<file path="config.mk">
export PLATFORM = sky130hd
export DESIGN_NAME = sram2rw_arbiter
export DESIGN_NICKNAME = d
export VERILOG_FILES = /design/src/rtl/sram2rw_pkg.sv /design/src/rtl/rr_pick2.sv /design/src/rtl/sram2rw_arbiter.sv
export SDC_FILE = /design/constraint.sdc
export NUM_CORES = 1
export LEC_CHECK = 0
export ABC_AREA = 0
export CORE_ASPECT_RATIO = 0.7
export CORE_UTILIZATION = 25
export DETAILED_ROUTE_END_ITERATION = 10
export PLACE_DENSITY = 0.59
export SYNTH_ARGS = -nofsm -noshare
export SYNTH_HDL_FRONTEND = slang
export SYNTH_HIERARCHICAL = 1
export SYNTH_SLANG_ARGS = --single-unit
</file>
<file path="constraint.sdc">
create_clock -name clk -period 9.91 [get_ports clk]
set_input_delay 2.973 -clock clk [delete_from_list [all_inputs] [get_ports clk]]
set_output_delay 2.973 -clock clk [all_outputs]
set_load 0.005 [all_outputs]
</file>
<file path="src/rtl/sram2rw_pkg.sv">
`default_nettype none
// ---------------------------------------------------------------------------
// sram2rw_pkg - macro geometry, per-port command type and request encoder
// Rev 1.0
// ---------------------------------------------------------------------------
package sram2rw_pkg;

  localparam int SRAM_AW    = 7;
  localparam int SRAM_DW    = 8;
  localparam int SRAM_DEPTH = 1 << SRAM_AW;

  typedef struct packed {
    logic               csb;
    logic               web;
    logic               oeb;
    logic [SRAM_AW-1:0] a;
    logic [SRAM_DW-1:0] i;
  } port_cmd_t;

  localparam port_cmd_t PORT_IDLE = '{csb: 1'b1, web: 1'b1, oeb: 1'b1, a: '0, i: '0};

  // web and oeb are always complementary on a selected port, so both can never be low together
  function automatic port_cmd_t encode_cmd(
    input logic               grant,
    input logic               we,
    input logic [SRAM_AW-1:0] addr,
    input logic [SRAM_DW-1:0] wdata
  );
    port_cmd_t cmd;
    cmd = PORT_IDLE;
    if (grant) begin
      cmd.csb = 1'b0;
      cmd.a   = addr;
      cmd.web = ~we;
      cmd.oeb = we;
      cmd.i   = we ? wdata : '0;
    end
    return cmd;
  endfunction

endpackage
`default_nettype wire

</file>
<file path="src/rtl/rr_pick2.sv">
`default_nettype none
// ---------------------------------------------------------------------------
// rr_pick2 - combinational two-winner round-robin picker with address conflict check
// Rev 1.0
// ---------------------------------------------------------------------------
module rr_pick2 #(
  parameter int NREQ = 4,
  parameter int IDW  = 2,
  parameter int AW   = 7
) (
  input  logic [NREQ-1:0]    valid,
  input  logic [IDW-1:0]     ptr,
  input  logic [NREQ*AW-1:0] addr,
  input  logic [NREQ-1:0]    we,
  output logic               g1_v,
  output logic [IDW-1:0]     g1_idx,
  output logic               g2_v,
  output logic [IDW-1:0]     g2_idx
);

  localparam logic [IDW:0] NREQ_W = (IDW+1)'(NREQ);

  logic [AW-1:0]  addr_arr [NREQ];
  logic           cand_v;
  logic [IDW-1:0] cand_idx;
  logic           conflict;

  generate
    for (genvar r = 0; r < NREQ; r++) begin : g_unpack
      assign addr_arr[r] = addr[r*AW +: AW];
    end
  endgenerate

  always_comb begin
    logic [IDW:0]   sum;
    logic [IDW-1:0] idx;
    g1_v     = 1'b0;
    g1_idx   = '0;
    cand_v   = 1'b0;
    cand_idx = '0;
    sum      = '0;
    idx      = '0;
    for (int k = 0; k < NREQ; k++) begin
      sum = {1'b0, ptr} + (IDW+1)'(k);
      if (sum >= NREQ_W) begin
        sum = sum - NREQ_W;
      end
      idx = sum[IDW-1:0];
      if (valid[idx]) begin
        if (!g1_v) begin
          g1_v   = 1'b1;
          g1_idx = idx;
        end else if (!cand_v) begin
          cand_v   = 1'b1;
          cand_idx = idx;
        end
      end
    end
  end

  // Same-address pair is only safe when both sides read; otherwise port 2 backs off
  assign conflict = (addr_arr[g1_idx] == addr_arr[cand_idx]) && (we[g1_idx] || we[cand_idx]);
  assign g2_v     = cand_v && !conflict;
  assign g2_idx   = cand_idx;

endmodule
`default_nettype wire

</file>
<file path="src/rtl/sram2rw_arbiter.sv">
`default_nettype none
// ---------------------------------------------------------------------------
// sram2rw_arbiter - shares a 128x8 two-port RW SRAM among NREQ valid/ready clients
// Rev 1.0
// ---------------------------------------------------------------------------
module sram2rw_arbiter
  import sram2rw_pkg::*;
#(
  parameter int NREQ = 4,
  parameter int AW   = SRAM_AW,
  parameter int DW   = SRAM_DW,
  parameter int IDW  = $clog2(NREQ)
) (
  input  logic              clk,
  input  logic              rst_n,
  input  logic [NREQ-1:0]   req_valid,
  output logic [NREQ-1:0]   req_ready,
  input  logic [NREQ-1:0]   req_we,
  input  logic [NREQ*AW-1:0] req_addr,
  input  logic [NREQ*DW-1:0] req_wdata,
  output logic [NREQ-1:0]   rsp_valid,
  output logic [NREQ*DW-1:0] rsp_rdata,
  output logic [AW-1:0]     sram_a1,
  output logic [AW-1:0]     sram_a2,
  output logic              sram_csb1,
  output logic              sram_csb2,
  output logic              sram_web1,
  output logic              sram_web2,
  output logic              sram_oeb1,
  output logic              sram_oeb2,
  output logic [DW-1:0]     sram_i1,
  output logic [DW-1:0]     sram_i2,
  input  logic [DW-1:0]     sram_o1,
  input  logic [DW-1:0]     sram_o2
);

  logic [IDW-1:0] rr_ptr;
  logic [IDW-1:0] ptr_nxt;
  logic           pend_v1;
  logic           pend_v2;
  logic [IDW-1:0] pend_id1;
  logic [IDW-1:0] pend_id2;

  logic           pick_g1_v;
  logic           pick_g2_v;
  logic           g1_v;
  logic           g2_v;
  logic [IDW-1:0] g1_idx;
  logic [IDW-1:0] g2_idx;
  logic [IDW-1:0] last_idx;

  logic [AW-1:0]  addr_arr  [NREQ];
  logic [DW-1:0]  wdata_arr [NREQ];
  port_cmd_t      cmd1;
  port_cmd_t      cmd2;

  generate
    for (genvar r = 0; r < NREQ; r++) begin : g_unpack
      assign addr_arr[r]  = req_addr[r*AW +: AW];
      assign wdata_arr[r] = req_wdata[r*DW +: DW];
    end
  endgenerate

  rr_pick2 #(
    .NREQ (NREQ),
    .IDW  (IDW),
    .AW   (AW)
  ) u_pick (
    .valid  (req_valid),
    .ptr    (rr_ptr),
    .addr   (req_addr),
    .we     (req_we),
    .g1_v   (pick_g1_v),
    .g1_idx (g1_idx),
    .g2_v   (pick_g2_v),
    .g2_idx (g2_idx)
  );

  // Reset holds every grant off so the macro pins and ready stay idle while rst_n is low
  assign g1_v = rst_n && pick_g1_v;
  assign g2_v = rst_n && pick_g2_v;

  always_comb begin
    req_ready = '0;
    if (g1_v) begin
      req_ready[g1_idx] = 1'b1;
    end
    if (g2_v) begin
      req_ready[g2_idx] = 1'b1;
    end
  end

  always_comb begin
    cmd1 = encode_cmd(g1_v, req_we[g1_idx], addr_arr[g1_idx], wdata_arr[g1_idx]);
    cmd2 = encode_cmd(g2_v, req_we[g2_idx], addr_arr[g2_idx], wdata_arr[g2_idx]);
  end

  assign sram_csb1 = cmd1.csb;
  assign sram_web1 = cmd1.web;
  assign sram_oeb1 = cmd1.oeb;
  assign sram_a1   = cmd1.a;
  assign sram_i1   = cmd1.i;
  assign sram_csb2 = cmd2.csb;
  assign sram_web2 = cmd2.web;
  assign sram_oeb2 = cmd2.oeb;
  assign sram_a2   = cmd2.a;
  assign sram_i2   = cmd2.i;

  // Pointer resumes just past the most recent winner in scan order
  always_comb begin
    last_idx = g2_v ? g2_idx : g1_idx;
    if (last_idx == IDW'(NREQ - 1)) begin
      ptr_nxt = '0;
    end else begin
      ptr_nxt = last_idx + 1'b1;
    end
  end

  always_ff @(posedge clk) begin
    if (!rst_n) begin
      rr_ptr   <= '0;
      pend_v1  <= 1'b0;
      pend_v2  <= 1'b0;
      pend_id1 <= '0;
      pend_id2 <= '0;
    end else begin
      if (g1_v) begin
        rr_ptr <= ptr_nxt;
      end
      pend_v1  <= g1_v && !req_we[g1_idx];
      pend_id1 <= g1_idx;
      pend_v2  <= g2_v && !req_we[g2_idx];
      pend_id2 <= g2_idx;
    end
  end

  // One requester holds at most one grant per cycle, so hit1 and hit2 never coincide
  generate
    for (genvar r = 0; r < NREQ; r++) begin : g_rsp
      logic hit1;
      logic hit2;
      assign hit1 = rst_n && pend_v1 && (pend_id1 == IDW'(r));
      assign hit2 = rst_n && pend_v2 && (pend_id2 == IDW'(r));
      assign rsp_valid[r]          = hit1 || hit2;
      assign rsp_rdata[r*DW +: DW] = hit1 ? sram_o1 : (hit2 ? sram_o2 : '0);
    end
  endgenerate

endmodule
`default_nettype wire
</file>
# == After elaboration in Yosys (flattened, before gate mapping) ==
# Index checks and enable logic that the tools add are counted.
# classes
add_sub_neg,8
mul,0
div,0
n_eq_ne,8
reduce_logical,28
muxes,73
n_shift,0
order_cmp,14
n_bitwise,5
# op_table
cell,n
$mux W8,14
$mux W2,21
$mux W18,2
$bmux W8 S2,2
$bmux W7 S2,2
$mux W7,4
$logic_and A1 B1 Y1,18
$lt A2 B3 Y1 const B,6
$mux W1,18
$ge A3 B3 Y1 const B,5
$bmux W1 S2,6
$eq A2 B2 Y1 const B,5
$mux W4,2
$sub A2 B1 Y2 const B,4
$eq A7 B7 Y1,1
$add A2 B2 Y3 const B,2
$not A2 Y3,2
$logic_or A1 B1 Y1,5
$demux W1 S2,2
$eq A2 B1 Y1 const B,2
$ge A2 B1 Y1 const B,2
$logic_not A2 Y1,2
$or A4 B4 Y4,1
$add A2 B1 Y3 const B,1
other kinds (4),7
# word_totals
rom_bits,0
mem_count,0
latch_bits,0
ramBits,0
elab_cells,141
regBits,8
in_bits,86

# == Logic depth before layout (Yosys ltp) ==
# Gate-level depths: netlist of run 1.
# logic_depth
ltp_word,25
mapped_depth,19
mapped_depth_nobuf,16

# == By module ==
# The synthesis of run 1 kept the hierarchy.
# modules_own_cells
module,area_per_inst_um2,instances,cells_per_inst
sram2rw_arbiter,1888.1,1,171
rr_pick2,1425.1,1,185

# == Worst setup path before layout of run 1 ==
# OpenSTA, ideal clock, no wires.
# synth_path
kind,in2out
from,in req_valid[2]
to,out sram_i2[0]
path_buffers,3
required_ns,6.937
t_arrival_ns,6.292
setup_slack_ns,0.645
stages,17
cell_sequence,buf_6 > buf_2 > nor2b_1 > o31ai_1 > ha_1 > mux2i_1 > o21ai_2 > o211ai_4 > mux4_2 > and3_1 > nor4b_2 > nand4_1 > o211a_1 > buf_2 > nand3_1 > o22a_1 > nor2b_1
# synth_between
elab_chain_len,21
word_cells_on_any_way,55
cone_classes,1 x eq/ne; 47 x mux; 2 x bitwise; 5 x reduce/logical
# synth_lines
item,line_no,text
from (decl),sram2rw_arbiter.sv:16,"input logic [NREQ-1:0] req_valid,"
$bmux W1 S2,rr_pick2.sv:49,if (valid[idx]) begin
$mux W1 (not written as such),rr_pick2.sv:49,
$mux W1,rr_pick2.sv:49,
$mux W2 or $mux W1 (tied branches),rr_pick2.sv:50,if (!g1_v) begin
$mux W2 or $mux W1 (tied branches),rr_pick2.sv:49,
$mux W2,rr_pick2.sv:53,end else if (!cand_v) begin
$mux W2,rr_pick2.sv:50,
$mux W2,rr_pick2.sv:49,
[5 not listed],--,
$mux W7 (not written as such) (2 in a row),rr_pick2.sv:62,assign conflict = (addr_arr[g1_idx] == addr_arr[cand_idx]) && (we[g1_idx] || we[cand_idx]);
$eq A7 B7 Y1,rr_pick2.sv:62,
$logic_and A1 B1 Y1,rr_pick2.sv:62,
$logic_not A1 Y1,rr_pick2.sv:63,assign g2_v = cand_v && !conflict;
$logic_and A1 B1 Y1 (*),rr_pick2.sv:63,
named net pick_g2_v,sram2rw_arbiter.sv:45,logic pick_g2_v;
$logic_and A1 B1 Y1 (*),sram2rw_arbiter.sv:81,assign g2_v = rst_n && pick_g2_v;
$mux W18 (*),sram2rw_pkg.sv:31,if (grant) begin
to (decl),sram2rw_arbiter.sv:32,"output logic [DW-1:0] sram_i2,"
# Mark *: on every way through the listed nets, which the timed path passes. The rest lies on a longest branch. The select of a mux whose other input is x is not followed.

# == Worst setup path after layout of run 1 ==
# layout_path
from,in req_valid[3]
to,out req_ready[0]
# layout_between
elab_chain_len,21
word_cells_on_any_way,65
cone_classes,4 x order compare; 1 x eq/ne; 49 x mux; 3 x bitwise; 8 x reduce/logical
# layout_lines
item,line_no,text
$bmux W1 S2,rr_pick2.sv:49,
$mux W1 (not written as such),rr_pick2.sv:49,
$mux W1,rr_pick2.sv:49,
$mux W2 or $mux W1 (tied branches),rr_pick2.sv:50,
$mux W2 or $mux W1 (tied branches),rr_pick2.sv:49,
$mux W2,rr_pick2.sv:53,
$mux W2,rr_pick2.sv:50,
$mux W2,rr_pick2.sv:49,
[5 not listed],--,
$mux W7 (not written as such) (2 in a row),rr_pick2.sv:62,
$eq A7 B7 Y1,rr_pick2.sv:62,
$logic_and A1 B1 Y1,rr_pick2.sv:62,
$logic_not A1 Y1,rr_pick2.sv:63,
$logic_and A1 B1 Y1 (*),rr_pick2.sv:63,
named net pick_g2_v,sram2rw_arbiter.sv:45,
$logic_and A1 B1 Y1 (*),sram2rw_arbiter.sv:81,
$mux W4 (*),sram2rw_arbiter.sv:88,if (g2_v) begin
to (decl),sram2rw_arbiter.sv:17,"output logic [NREQ-1:0] req_ready,"
# Marked as above.

==> results of run 1 <==
## worst max-delay path by stage
stage                       startpoint           end  slack [ns]  cells past startpoint
after floorplan           req_valid[2]    sram_i2[0]        0.65                     17
after global placement    req_valid[0]    sram_i2[6]       -0.12                     18
after detailed placement  req_valid[0]    sram_i2[4]       -0.19                     18
after CTS                 req_valid[3]     sram_web2       -0.15                     19
after global routing      req_valid[3]  req_ready[0]       -0.03                     18
final                     req_valid[3]  req_ready[0]        0.15                     18
## power groups by stage
| stage | combinational, uW | clock [uW] | sequential (uW) |
|---|---|---|---|
| floorplan | 835 | 0 | 52.6 |
| global placement | 1140 | 0 | 59.9 |
| detailed placement | 1150 | 0 | 61.2 |
| CTS | 1180 | 69.0 | 60.6 |
| global route | 1340 | 70.1 | 63.0 |
| finish | 1250 | 66.4 | 60.8 |
## state kept, by name, indices dropped and copies added, names as in the netlist
name and cells:
pend_v1 1, pend_id2 2, pend_v2 1, pend_id1 2, rr_ptr 2
## layout by cell type, fill, tap and decap left out, types with 4 or more instances in the layout
cell / netlist / layout
clkdlybuf4s50_1: 0 / 140
a22o_1: 38 / 38
nand4_1: 6 / 6
a21oi_1: 14 / 6
o22ai_1: 8 / 8
and3_1: 6 / 5
nor2b_4: 5 / 5
nand3_1: 11 / 10
mux2_2: 5 / 5
a21oi_2: 0 / 5
nand4b_1: 5 / 5
mux2i_1: 7 / 6
inv_1: 6 / 6
nor2_2: 3 / 4
buf_4: 8 / 39
nand3b_1: 4 / 4
mux4_2: 35 / 38
buf_12: 2 / 4
and2_1: 5 / 5
nor2b_1: 32 / 32
nand2_1: 36 / 35
dlymetal6s2s_1: 0 / 20
a221o_1: 6 / 6
clkbuf_16: 0 / 6
nor2_1: 5 / 4
dfxtp_1: 8 / 8
nand2b_1: 9 / 9
## cells in the mapped netlist, types with 6 or more instances
| cell type | n |
|---|---|
| buf_6 | 9 |
| nand3_1 | 11 |
| mux2i_1 | 7 |
| a21oi_1 | 14 |
| nand2b_1 | 9 |
| mux4_2 | 35 |
| a221o_1 | 6 |
| buf_4 | 8 |
| buf_2 | 11 |
| a22o_1 | 38 |
| nor2b_1 | 32 |
| and3_1 | 6 |
| inv_1 | 6 |
| nand2_1 | 36 |
| dfxtp_1 | 8 |
| o22ai_1 | 8 |
| nand4_1 | 6 |
## repair_timing
item	CTS	global route
pin swaps	1	8
endpoints found under the hold margin	0	0
setup buffers	0	4
resized for setup	10	38
gates cloned	0	3
setup endpoints to repair	21	22
## per-stage QoR
stage | hold WS (ns) | power [uW]
after CTS | 0.810 | 1310
final | 0.801 | 1370
after global routing | 0.840 | 1470
after floorplan | 0.489 | 887
after detailed placement | 0.801 | 1220
after global placement | 0.784 | 1200
## critical path, stage by stage
cell             delay, ns
dlymetal6s2s_1        0.13
or2b_1                0.23
o211ai_1              0.11
o31ai_2               0.12
ha_1                  0.33
mux2i_2               0.19
o21ai_2               0.11
o211ai_4              0.27
buf_12                0.16
mux4_2                0.54
and3_4                0.21
nor4b_4               0.23
nand4_1               0.14
o211a_1               0.19
nand3b_1              0.14
buf_4                 0.15
o22ai_1               0.07
clkdlybuf4s50_1       0.48
## cell families after synthesis
group | Yosys count | share of synthesized area (%)
compound gates | 98 | 24.4
flops | 8 | 4.83
simple gates | 152 | 29.2
mux | 50 | 30.0
xor+xnor | 2 | 0.529
fa+ha+maj | 3 | 1.06
buf+inv | 43 | 9.97
## area by class of cell
class	count	share of cell area [%]
sequential	8	2.90
tap	162	3.67
multi-input combinational	305	52.9
inverter	8	0.567
clock buffer	3	1.36
timing repair buffer	209	38.6
## per-layer routing
metal | GRT usage (%) | up-vias | wire length (um)
li1 | - | 1783 | -
met1 | 22.5 | 1866 | 5350
met2 | 31.2 | 173 | 6170
met3 | 1.67 | 6 | 829
met4 | 3.30 | 0 | 101
met5 | 0 | - | 0
==> flow_summary.yaml, run 1 <==
synthesis:
  synthFlopType: "dfxtp_1"
  synth_area_leaders: "mux4_2 24%, a22o_1 10%, nor2b_1 6.0%"
  syn-instance-count: 356
  ys_seq_area_share_pct: 4.83
  synth_edf_count: 0
  yosys_warnings: 6
  yosys.area.top_type_share_pct: 23.8
  synth-async-reset-ratio_pct: 0
  syn_area_per_cell_um2: 9.31
  syn-num-nets: 444
  ys_types: 75
  postSynthRegisterBits: 8
  netlist_area_um2: 3310
  yosys.area.top_type: "mux4_2"
detailed_routing:
  vias: 3828
  viasPerCell: 5.51
  drt_iter0_markers: 195
  drcViolationCount: 0
  routedWlPerCell_um: 17.9
  route.final.wire_length_mm: 12.4
  ant_nets: 0
  firstDrtPassIters: 4
clocking:
  cts_hold_buf: 0
  cts.htree.levels: 1
  cts_sinks: 8
  cts_inserted_buffers: 3
  clk_latency_ns: 0.23
  clkTransAtPathRegs_ns: 0.03
  clockBufferDepth: 2
  root_buffer: "clkbuf_16"
  tritoncts: "yes"
global_route:
  antenna_found_initial: 0
  grt_pass1_wl_mm: 19.4
  grt_pass1_vias: 3723
  overflow: 0
  grt_start_max_net_pins: 30
  grt_usage_pct: 17.3
sta:
  max_freq_ghz: 0.102
  tns_ns: 0
  finalWorstSetupSlack_ns: 0.147
  worstMarginPinSlew_ns: 0.810
  setup_viol: 0
  drv_slew: 0
  timing.slew.headroom_pct: 46.0
  skew_ns: 0.000669
  fin_crit_sh_pct: 98.5
  fin_crit_ns: 9.76
  hold_viol_final: 0
power:
  leakage_uw: 0.00228
  p_per_area_nw_per_um2: 249
  pwr-share-comb_pct: 90.7
  p_int_uw: 810
  max-vdd-ir-drop_mv: 0.120
  power.switching_uw: 564
  seq_power_share_pct: 4.4
  p_clk_share_pct: 4.8
  switching_share_pct: 41.1
finish:
  nets: 623
  seq_area_um2: 160
  final_area_um2: 5520
  fill_cells: 1189
  multi_input_area_um2: 2920
  post-route-util_pct: 43.5
  drive_gt1_share_pct: 26.3
  antenna_cells: 0
  fin_cells: 695
  syn2layout_area_growth_pct: 66.5
placed_design:
  post-dp-hpwl_mm: 9.48
  place_inst: 685
  io_buffers: 161
  place_ws_ns: -0.188
  place_congestion: 0.865
  placed_cell_area_um2: 5200
die:
  core-area_um2: 12700
  die_y_um: 98.3
  rows: 34
  ios: 162
  floorplan.initialDensity_pct: 26.1
  fp.dieW_um: 140
  die-area_um2: 13700
min_path:
  hp-start: "rr_ptr[0]$_SDFFE_PN0P_"
  whs_endpoint: "rr_ptr[0]$_SDFFE_PN0P_"
  holdPathStages: 3
  hold_path.class: "flip-flop to flip-flop"
worst_setup_path:
  worstRegToRegCells: 18
  crit_required_ns: 6.94
  r2r_slack_ns: 5.49
  path_max_fanout: 5
  endpoint_kind: "output pin"
  crit_arrival_ns: 6.79
  criticalPathCategory: "primary input to output pin"
  start_kind: "primary input"
  r2r-end: "pend_v2$_SDFF_PN0_"
  reg2reg_from: "rr_ptr[1]$_SDFFE_PN0P_"
status:
  status: "completed"
job:
  cap_violations: 0
(Power assumes the default switching activity.)
==> inputs of run 2 (changes only) <==
Settings changed: MAX_ROUTING_LAYER set to met4, REMOVE_ABC_BUFFERS set to 1, SKIP_LAST_GASP set to 1.
==> flow_summary.yaml, run 2 (same netlist as run 1, synthesis figures left out) <==
detailed_routing:
  routedWlPerCell_um: 18.4
  viasPerCell: 5.51
  vias: 3859
  drt_iter0_markers: 165
  drcViolationCount: 0
  ant_nets: 0
  firstDrtPassIters: 6
  route.final.wire_length_mm: 12.9
die:
  die-area_um2: 13700
  floorplan.initialDensity_pct: 26.1
  fp.dieW_um: 140
  core-area_um2: 12700
  ios: 162
  rows: 34
  die_y_um: 98.3
finish:
  final_cell_mix: "143 x clkdlybuf4s50_1, 39 x buf_4, 38 x a22o_1, 38 x mux4_2, 35 x nand2_1"
  fill_cells: 1184
  nets: 628
  syn2layout_area_growth_pct: 67.5
  antenna_cells: 0
  fin_cells: 700
  top_regs: "pend_id1: 2 flops, pend_id2: 2 flops, rr_ptr: 2 flops"
  drive_gt1_share_pct: 28.1
  final_common_cell: "clkdlybuf4s50_1"
sta:
  fin_crit_sh_pct: 98.4
  tns_ns: 0
  max_freq_ghz: 0.103
  hold_viol_final: 0
  drv_slew: 0
  timing.slew.headroom_pct: 41.5
  fin_crit_ns: 9.75
  skew_ns: 0.000901
  setup_viol: 0
  worstMarginPinSlew_ns: 0.874
power:
  max-vdd-ir-drop_mv: 0.0952
  leakage_uw: 0.00210
  p_per_area_nw_per_um2: 255
placed_design:
  io_buffers: 161
  place_congestion: 0.873
  post-dp-hpwl_mm: 9.63
  place_inst: 683
worst_setup_path:
  crit_chain: "dlygate4sd2_1 -> buf_6 -> mux4_2 -> mux2i_4 -> o21ai_2 -> o211ai_4 -> buf_12 -> mux4_2 -> and3_4 -> nor4b_4 -> nand4_1 -> o211a_1 -> nand3b_1 -> o22a_1 -> buf_12 -> buf_8 -> nor2b_1 -> dlygate4sd2_1"
  crit_required_ns: 6.94
  endpoint_kind: "output pin"
  start_kind: "primary input"
  max_stage_delay_ns: 0.54
  crit_family: "multiplexers"
  criticalPathCategory: "primary input to output pin"
  worstRegToRegCells: 17
  cp.depth: 18
  crit_arrival_ns: 6.78
  slowest_stage: "mux4_2"
  path_max_fanout: 7
  path_buf_inv: 6
global_route:
  antenna_found_initial: 0
  overflow: 0
  met3_usage_pct: 3.29
  met1_usage_pct: 23.8
  use_met2_pct: 31.7
  busiest_layer: "met2"
  grt_pass1_wl_mm: 20.4
  grt_usage_pct: 18.9
  grt_start_max_net_pins: 30
  grt_pass1_vias: 3944
clocking:
  cts_hold_buf: 0
  tritoncts: "yes"
  clockBufferDepth: 2
  root_buffer: "clkbuf_16"
  clk_latency_ns: 0.23
  cts_inserted_buffers: 3
  cts_sinks: 8
  cts.htree.levels: 1
  clkTransAtPathRegs_ns: 0.04
status:
  status: "completed"
min_path:
  hold_path.class: "flip-flop to flip-flop"
  holdPathStages: 2
job:
  cap_violations: 0
[run 2: cell count changes in the layout (fill, tap and decap cells not counted), moves of 3 or more]
cell             change
clkdlybuf4s50_1      +3
dlymetal6s2s_1      -19
dlygate4sd2_1       +13
clkbuf_16            -3
buf_6                +4
[run 2: through the flow]
step                hold WS (ns)  setup slack (ns)  total power (uW)  utilization, %  area [um2]
finish                     0.820             0.160              1420            43.8        5550
global route               0.895          -0.00518              1520            43.8        5550
CTS                        0.809          -0.00149              1390            43.0        5460
detailed placement         0.812            -0.252              1240            41.1        5210
global placement           0.795            -0.123              1220            41.1        5210
floorplan                  0.661             0.294               773               -        3010
[run 2: area by class of cell]
cell class	count	area [um2]	area share [%]
Sequential cell	8	160	2.89
Clock buffer	3	75.1	1.35
Timing Repair Buffer	214	2110	38.0
Tap cell	162	203	3.65
Multi-Input combinational cell	305	2970	53.5
Inverter	8	30.0	0.541
[run 2: power breakdown]
part,internal (uW),total (uW),leakage [uW],switching [uW]
Combinational,736,1290,0.00199,553
Sequential,44.2,61.2,0.0000664,17.0
Clock,51.9,66.7,0.0000370,14.8
[run 2: worst paths after layout]
kind / from / to / slack [ns]
max: req_valid[0] / sram_i2[1] / 0.16
min: rr_ptr[1]$_SDFFE_PN0P_ / rr_ptr[1]$_SDFFE_PN0P_ / 0.82
min reg2reg: rr_ptr[1]$_SDFFE_PN0P_ / rr_ptr[1]$_SDFFE_PN0P_ / 0.82
max reg2reg: rr_ptr[1]$_SDFFE_PN0P_ / rr_ptr[1]$_SDFFE_PN0P_ / 5.52
[run 2: metal layers]
metal / wire, um / share of wire [%]
met3: 812 / 6.3
met5: 0 / 0
met4: 154 / 1.2
met2: 6220 / 48
met1: 5710 / 44
[run 2: tightest hold or removal path, delay by kind of cell (launching register included)]
family | cells | cell delay (ns)
AOI/OAI and AO/OA | 1 | 0.07
DFF | 1 | 0.55
and+or+nand+nor | 1 | 0.14
[run 2: what timing repair did]
item,CTS,global route
buffers inserted,9,5
resized for setup,45,20
setup endpoints to repair,22,22
gates cloned,2,0
hold endpoints to repair,0,0
pin swaps,9,10
==> inputs of run 3 (changes only) <==
Settings changed: PLACE_DENSITY 0.59 to 0.61, SETUP_SLACK_MARGIN set to 0.4.
Clock period 9.91 ns to 7.9 ns, I/O delays scaled along.
==> flow_summary.yaml, run 3 (same netlist as run 1, synthesis figures left out) <==
worst_setup_path:
  path_buf_inv: 8
  crit_required_ns: 5.53
  crit_family: "multiplexers"
  crit_top_cell: "buf_6"
  path_max_fanout: 4
  reg2reg_from: "rr_ptr[1]$_SDFFE_PN0P_"
  r2r_slack_ns: 3.55
  crit_arrival_ns: 6.05
  slowest_stage: "mux4_2"
  crit_start: "req_valid[0]"
  cp-endpoint: "req_ready[1]"
  crit_chain: "clkdlybuf4s15_2 -> buf_6 -> mux4_2 -> mux2i_2 -> o21ai_2 -> o211ai_4 -> clkbuf_16 -> mux4_2 -> and3_1 -> nor4b_2 -> nand4_1 -> o211a_1 -> nand3b_1 -> buf_4 -> buf_6 -> buf_6 -> buf_6 -> o22ai_2 -> buf_2"
  criticalPathCategory: "primary input to output pin"
  max_stage_delay_ns: 0.52
  worstRegToRegCells: 18
  r2r-end: "rr_ptr[1]$_SDFFE_PN0P_"
  cp.depth: 19
  endpoint_kind: "output pin"
  start_kind: "primary input"
placed_design:
  post-dp-hpwl_mm: 9.77
  io_buffers: 161
  place_congestion: 0.865
  place_inst: 705
  placed_cell_area_um2: 5380
finish:
  top_regs: "pend_id1: 2 flops, pend_id2: 2 flops, rr_ptr: 2 flops"
  fin_cells: 734
  drive_gt1_share_pct: 38.1
  final_common_cell: "clkdlybuf4s50_1"
  syn2layout_area_growth_pct: 75.6
  final_area_um2: 5820
  antenna_cells: 0
  final_cell_mix: "126 x clkdlybuf4s50_1, 63 x buf_4, 38 x a22o_1, 38 x mux4_2, 35 x nand2_1"
  nets: 662
global_route:
  overflow: 0
  grt_pass1_wl_mm: 20.6
  grt_start_max_net_pins: 24
  antenna_found_initial: 0
  grt_pass1_vias: 4040
  grt_usage_pct: 19.0
power:
  p_per_area_nw_per_um2: 331
  max-vdd-ir-drop_mv: 0.150
  leakage_uw: 0.00234
sta:
  fin_crit_sh_pct: 107
  max_freq_ghz: 0.119
  timing.slew.headroom_pct: 66.5
  fin_crit_ns: 8.42
  skew_ns: 0.000867
  grt_setup_unrepaired: "yes"
  hold_viol_final: 0
  setup_viol: 29
  finalWorstSetupSlack_ns: -0.515
  worstMarginPinSlew_ns: 0.503
  drv_slew: 0
min_path:
  hold_path.class: "flip-flop to flip-flop"
  holdPathStages: 3
detailed_routing:
  route.final.wire_length_mm: 13.2
  viasPerCell: 5.41
  ant_nets: 0
  vias: 3973
  routedWlPerCell_um: 17.9
  drt_iter0_markers: 216
  drcViolationCount: 0
  firstDrtPassIters: 5
die:
  die-area_um2: 13700
  die_y_um: 98.3
  ios: 162
  core-area_um2: 12700
  floorplan.initialDensity_pct: 26.1
  rows: 34
  fp.dieW_um: 140
clocking:
  cts_hold_buf: 0
  tritoncts: "yes"
  cts_inserted_buffers: 3
  root_buffer: "clkbuf_16"
  clk_latency_ns: 0.23
  clockBufferDepth: 2
  clkTransAtPathRegs_ns: 0.04
  cts_sinks: 8
  cts.htree.levels: 1
status:
  status: "complete, but fails checks"
  violations: "negative setup slack"
job:
  cap_violations: 0
[run 3: changes by cell type in the layout (fill, tap and decap cells not counted), moves of 4 or more]
cell,previous run,this run
buf_2,0,20
clkdlybuf4s50_1,143,126
dlymetal6s2s_1,1,5
buf_4,39,63
dlygate4sd2_1,14,0
buf_6,6,19
[run 3: metrics by stage]
step	utilization (%)	hold slack (ns)	setup TNS, ns	setup slack (ns)	total power [uW]
detailed placement	42.4	0.821	-24.22	-1.02	1610
CTS	45.1	0.829	-8.22	-0.467	1860
global route	45.9	0.893	-12.73	-0.651	2040
global placement	42.4	0.818	-21.34	-0.905	1590
finish	45.9	0.833	-9.34	-0.515	1930
floorplan	-	0.661	-8.62	-0.510	970
[run 3: layer usage]
| layer | up-vias | track usage, % | share of wire [%] |
|---|---|---|---|
| met4 | 0 | 3.04 | 0.93 |
| li1 | 1865 | - | - |
| met3 | 8 | 2.06 | 4.5 |
| met5 | - | - | 0 |
| met2 | 136 | 32.2 | 49 |
| met1 | 1964 | 24.7 | 45 |
[run 3: area by class of cell]
class	count	area (um2)
Fill cell	1217	6860
Multi-Input combinational cell	305	2990
Timing Repair Buffer	248	2360
Tap cell	162	203
Sequential cell	8	160
Clock buffer	3	75.1
Inverter	8	33.8
[run 3: tightest hold or removal path: cells and delay by family, from the launching register on]
family	cells	cell delay [ns]
DFF	1	0.42
and+or+nand+nor	1	0.06
AOI/OAI and AO/OA	1	0.06
buffers and inverters	1	0.24
[run 3: worst min-delay path by stage]
stage,start,end,slack (ns)
finish,rr_ptr[1]$_SDFFE_PN0P_,rr_ptr[1]$_SDFFE_PN0P_,0.83
global route,rr_ptr[1]$_SDFFE_PN0P_,rr_ptr[1]$_SDFFE_PN0P_,0.89
CTS,rr_ptr[1]$_SDFFE_PN0P_,rr_ptr[1]$_SDFFE_PN0P_,0.83
detailed placement,rr_ptr[1]$_SDFFE_PN0P_,rr_ptr[1]$_SDFFE_PN0P_,0.82
global placement,rr_ptr[1]$_SDFFE_PN0P_,rr_ptr[1]$_SDFFE_PN0P_,0.82
floorplan,rr_ptr[1]$_SDFFE_PN0P_,rr_ptr[1]$_SDFFE_PN0P_,0.66
[run 3: timing repair]
| item | CTS | global route |
|---|---|---|
| setup buffers | 16 | 8 |
| pin swaps | 8 | 8 |
| gates cloned | 2 | 0 |
| gates resized for setup | 144 | 30 |
| endpoints found under the setup margin | 39 | 39 |
[run 3: where the power goes]
group | internal (uW) | switching, uW | total, uW
logic | 1030 | 729 | 1760
registers | 55.5 | 24.2 | 79.7
clock network | 65.1 | 18.5 | 83.6
==> edit: new RTL, config.mk and constraints of run 1 <==
`NREQ` is set to 4 in 2 places; all go to 8.
--- a/src/rtl/rr_pick2.sv
+++ b/src/rtl/rr_pick2.sv
@@ -4,7 +4,7 @@
 // Rev 1.0
 // ---------------------------------------------------------------------------
 module rr_pick2 #(
-  parameter int NREQ = 4,
+  parameter int NREQ = 8,
   parameter int IDW  = 2,
   parameter int AW   = 7
 ) (
--- a/src/rtl/sram2rw_arbiter.sv
+++ b/src/rtl/sram2rw_arbiter.sv
@@ -6,7 +6,7 @@
 module sram2rw_arbiter
   import sram2rw_pkg::*;
 #(
-  parameter int NREQ = 4,
+  parameter int NREQ = 8,
   parameter int AW   = SRAM_AW,
   parameter int DW   = SRAM_DW,
   parameter int IDW  = $clog2(NREQ)
Ports: changed (7 resized); port bits go from 162 to 270. The function was not compared with the original's and may differ.
==> edit against run 1 <==
  * The flow now finishes with violations (negative setup slack)
  * Area after synthesis grew 86%
  * Sequential cell count grew 3
  * Die area grew 84%
  * Final area grew 100%
  * Wire length grew 150%
  * Worst setup slack lost 0.82 ns
  * Critical path depth grew 6
  * Critical path type unchanged
  * Critical endpoint is now sram_i2[7]
  * Largest cell class unchanged
  * Highest routed layer unchanged
Power is left out: the tool's default activity adds up to more than one toggle a clock period on the data nets, which glitch-free logic cannot reach.
==> edit: results (changes against run 1) <==
- Clock skew: 0.000723 ns (+0.0000538 ns)
- Syn_nets: 883 (+99%)
- Post-synthesis sequential area ratio: 3.58% (-1.3 points)
- Clock transition at the registers of the reported paths: 0.04 ns
- Max Buffers Root-to-Sink: 2 (unchanged)
- CP max FO: 6 (+1)
- CTS Buf Count: 3 (unchanged)
- Port bufs: 269 (+67%)
- Status: complete, but fails checks
- Netlist cell types: 83 (+11%)
- Post-synth EDFFs: 0 (unchanged)
- Root buf cell: clkbuf_16
- Wire length of the first global-routing pass: 46,100 um (+140%)
- Gr usage total: 23.0% (+5.8 points)
- YS warnings: 6 (unchanged)
- XOR/XNOR share of the synthesized area: 2.54% (+2.0 points)
- Violated checks: negative setup slack
- Compound-Gate Fraction of Synth Area: 29.9% (+5.5 points)
- Initial antenna violation count: 0 (unchanged)
- Final setup viols: 36 (+36)
- DR pass1 iterations: 7 (+3)
- Vias: 8,193 (+110%)
- WL/cell: 21.1 um (+18%)
- HPWL Detailed: 23,100 um (+140%)
- Area contributors post-synth: mux2i_1 18%, mux4_2 16%, a22o_1 9.1%
- Ys async rst share: 0% (unchanged)
- Top Registers: pend_id1: 3 flops, pend_id2: 3 flops, rr_ptr: 3 flops
- Mux share of post-synthesis cell area: 39.3% (+9.3 points)
- Hold Path Class: flop to flop
- Highest-delay cell along the critical path: mux4_2
- Worst slew pin tran: 0.813 ns (+0.00359 ns)
- Worst-skew pair later-pin latency: 0.24 ns
- Drt initial violations: 548 (+180%)
- Number of global-route vias before repair: 8,022 (+120%)
- Synth Area in Adders: 1.34% (+0.28 points)
- ANT cells: 0 (unchanged)
- CP top delay family: multiplexers
- Largest net degree at the start of global routing: 26 (-13%)
- CP Data Arrival Time: 7.61 ns (+0.82 ns)
- Largest stage delay, worst path: 0.50 ns (-0.04 ns)
- RD Place Congestion: 0.941 (+8.7%)
- Setup WS post-layout: -0.669 ns (-0.816 ns)
- Fraction of layout cells with a size suffix above 1: 35.6% (+9.3 points)
- # H-tree levels: 1 (unchanged)
- Top FF cell, synth: dfxtp_1
- Layout Nets: 1,292 (+110%)
- Most instantiated cells after synthesis: 109 x mux2i_1, 64 x a22o_1, 52 x nor2_1
edit: cell count changes in the layout (fill, tap and decap cells not counted), moves of 34 or more:
cell and delta:
mux2i_1 +90, buf_6 +38, a22oi_1 +34, nor2_1 +35, buf_4 +111, clkdlybuf4s50_1 +88
edit: worst register-to-register path: cells and delay by family, from the launching register on:
kind	cells	cell delay, ns
adders and majority gates	2	0.92
AOI/OAI and AO/OA	7	1.36
and+or+nand+nor	3	0.75
muxes	5	1.81
xor gates and xnor gates	2	0.31
buffers and inverters	7	0.81
DFF	1	0.33
edit: stage by stage:
step	instances	hold slack (ns)	area (um^2)	TNS, ns	setup slack (ns)
floorplan	724	0.505	6170	-0.121	-0.0335
finish	1450	0.780	11300	-16.14	-0.669
CTS	1443	0.765	11000	-13.42	-0.616
detailed placement	1394	0.755	10200	-44.23	-1.40
global placement	1394	0.750	10200	-44.20	-1.36
global route	1450	0.833	11300	-21.90	-0.829
edit: layout make-up:
cell class	instances	area, um^2
Tap cell	318	398
Timing Repair Buffer	467	4450
Multi-Input combinational cell	639	6080
Inverter	11	50.0
Clock buffer	4	78.8
Sequential cell	11	220
Fill cell	2291	12600
edit: worst paths after layout:
path	from	to	slack, ns	depth (start not counted)
setup / recovery	req_valid[1]	sram_i2[7]	-0.67	24
hold / removal	rr_ptr[1]	rr_ptr[1]	0.78	3
setup reg to reg	rr_ptr[0]	rr_ptr[2]	3.50	26
hold reg to reg	rr_ptr[1]	rr_ptr[1]	0.78	3
edit: logic make-up after synthesis:
| family | after synthesis |
|---|---|
| and+or+nand+nor | 201 |
| xor gates and xnor gates | 14 |
| adders and majority gates | 7 |
| buffers and inverters | 74 |
| DFF | 11 |
| AOI/OAI and AO/OA | 236 |
| muxes | 181 |
edit: per-layer routing:
metal  part of all wire [%]  global-route usage (%)  vias up
li1                       -                       -     3745
met1                     44                    31.3     3953
met2                     45                    37.0      452
met3                    7.9                    3.64       43
met4                    2.7                    7.66        0
met5                      0                       0        -
edit: what timing repair did:
action | 4_1_cts | 5_1_grt
setup buffers | 43 | 14
endpoints found under the setup margin | 43 | 43
pin swaps | 16 | 25
resized for setup | 246 | 64
cloned | 4 | 0
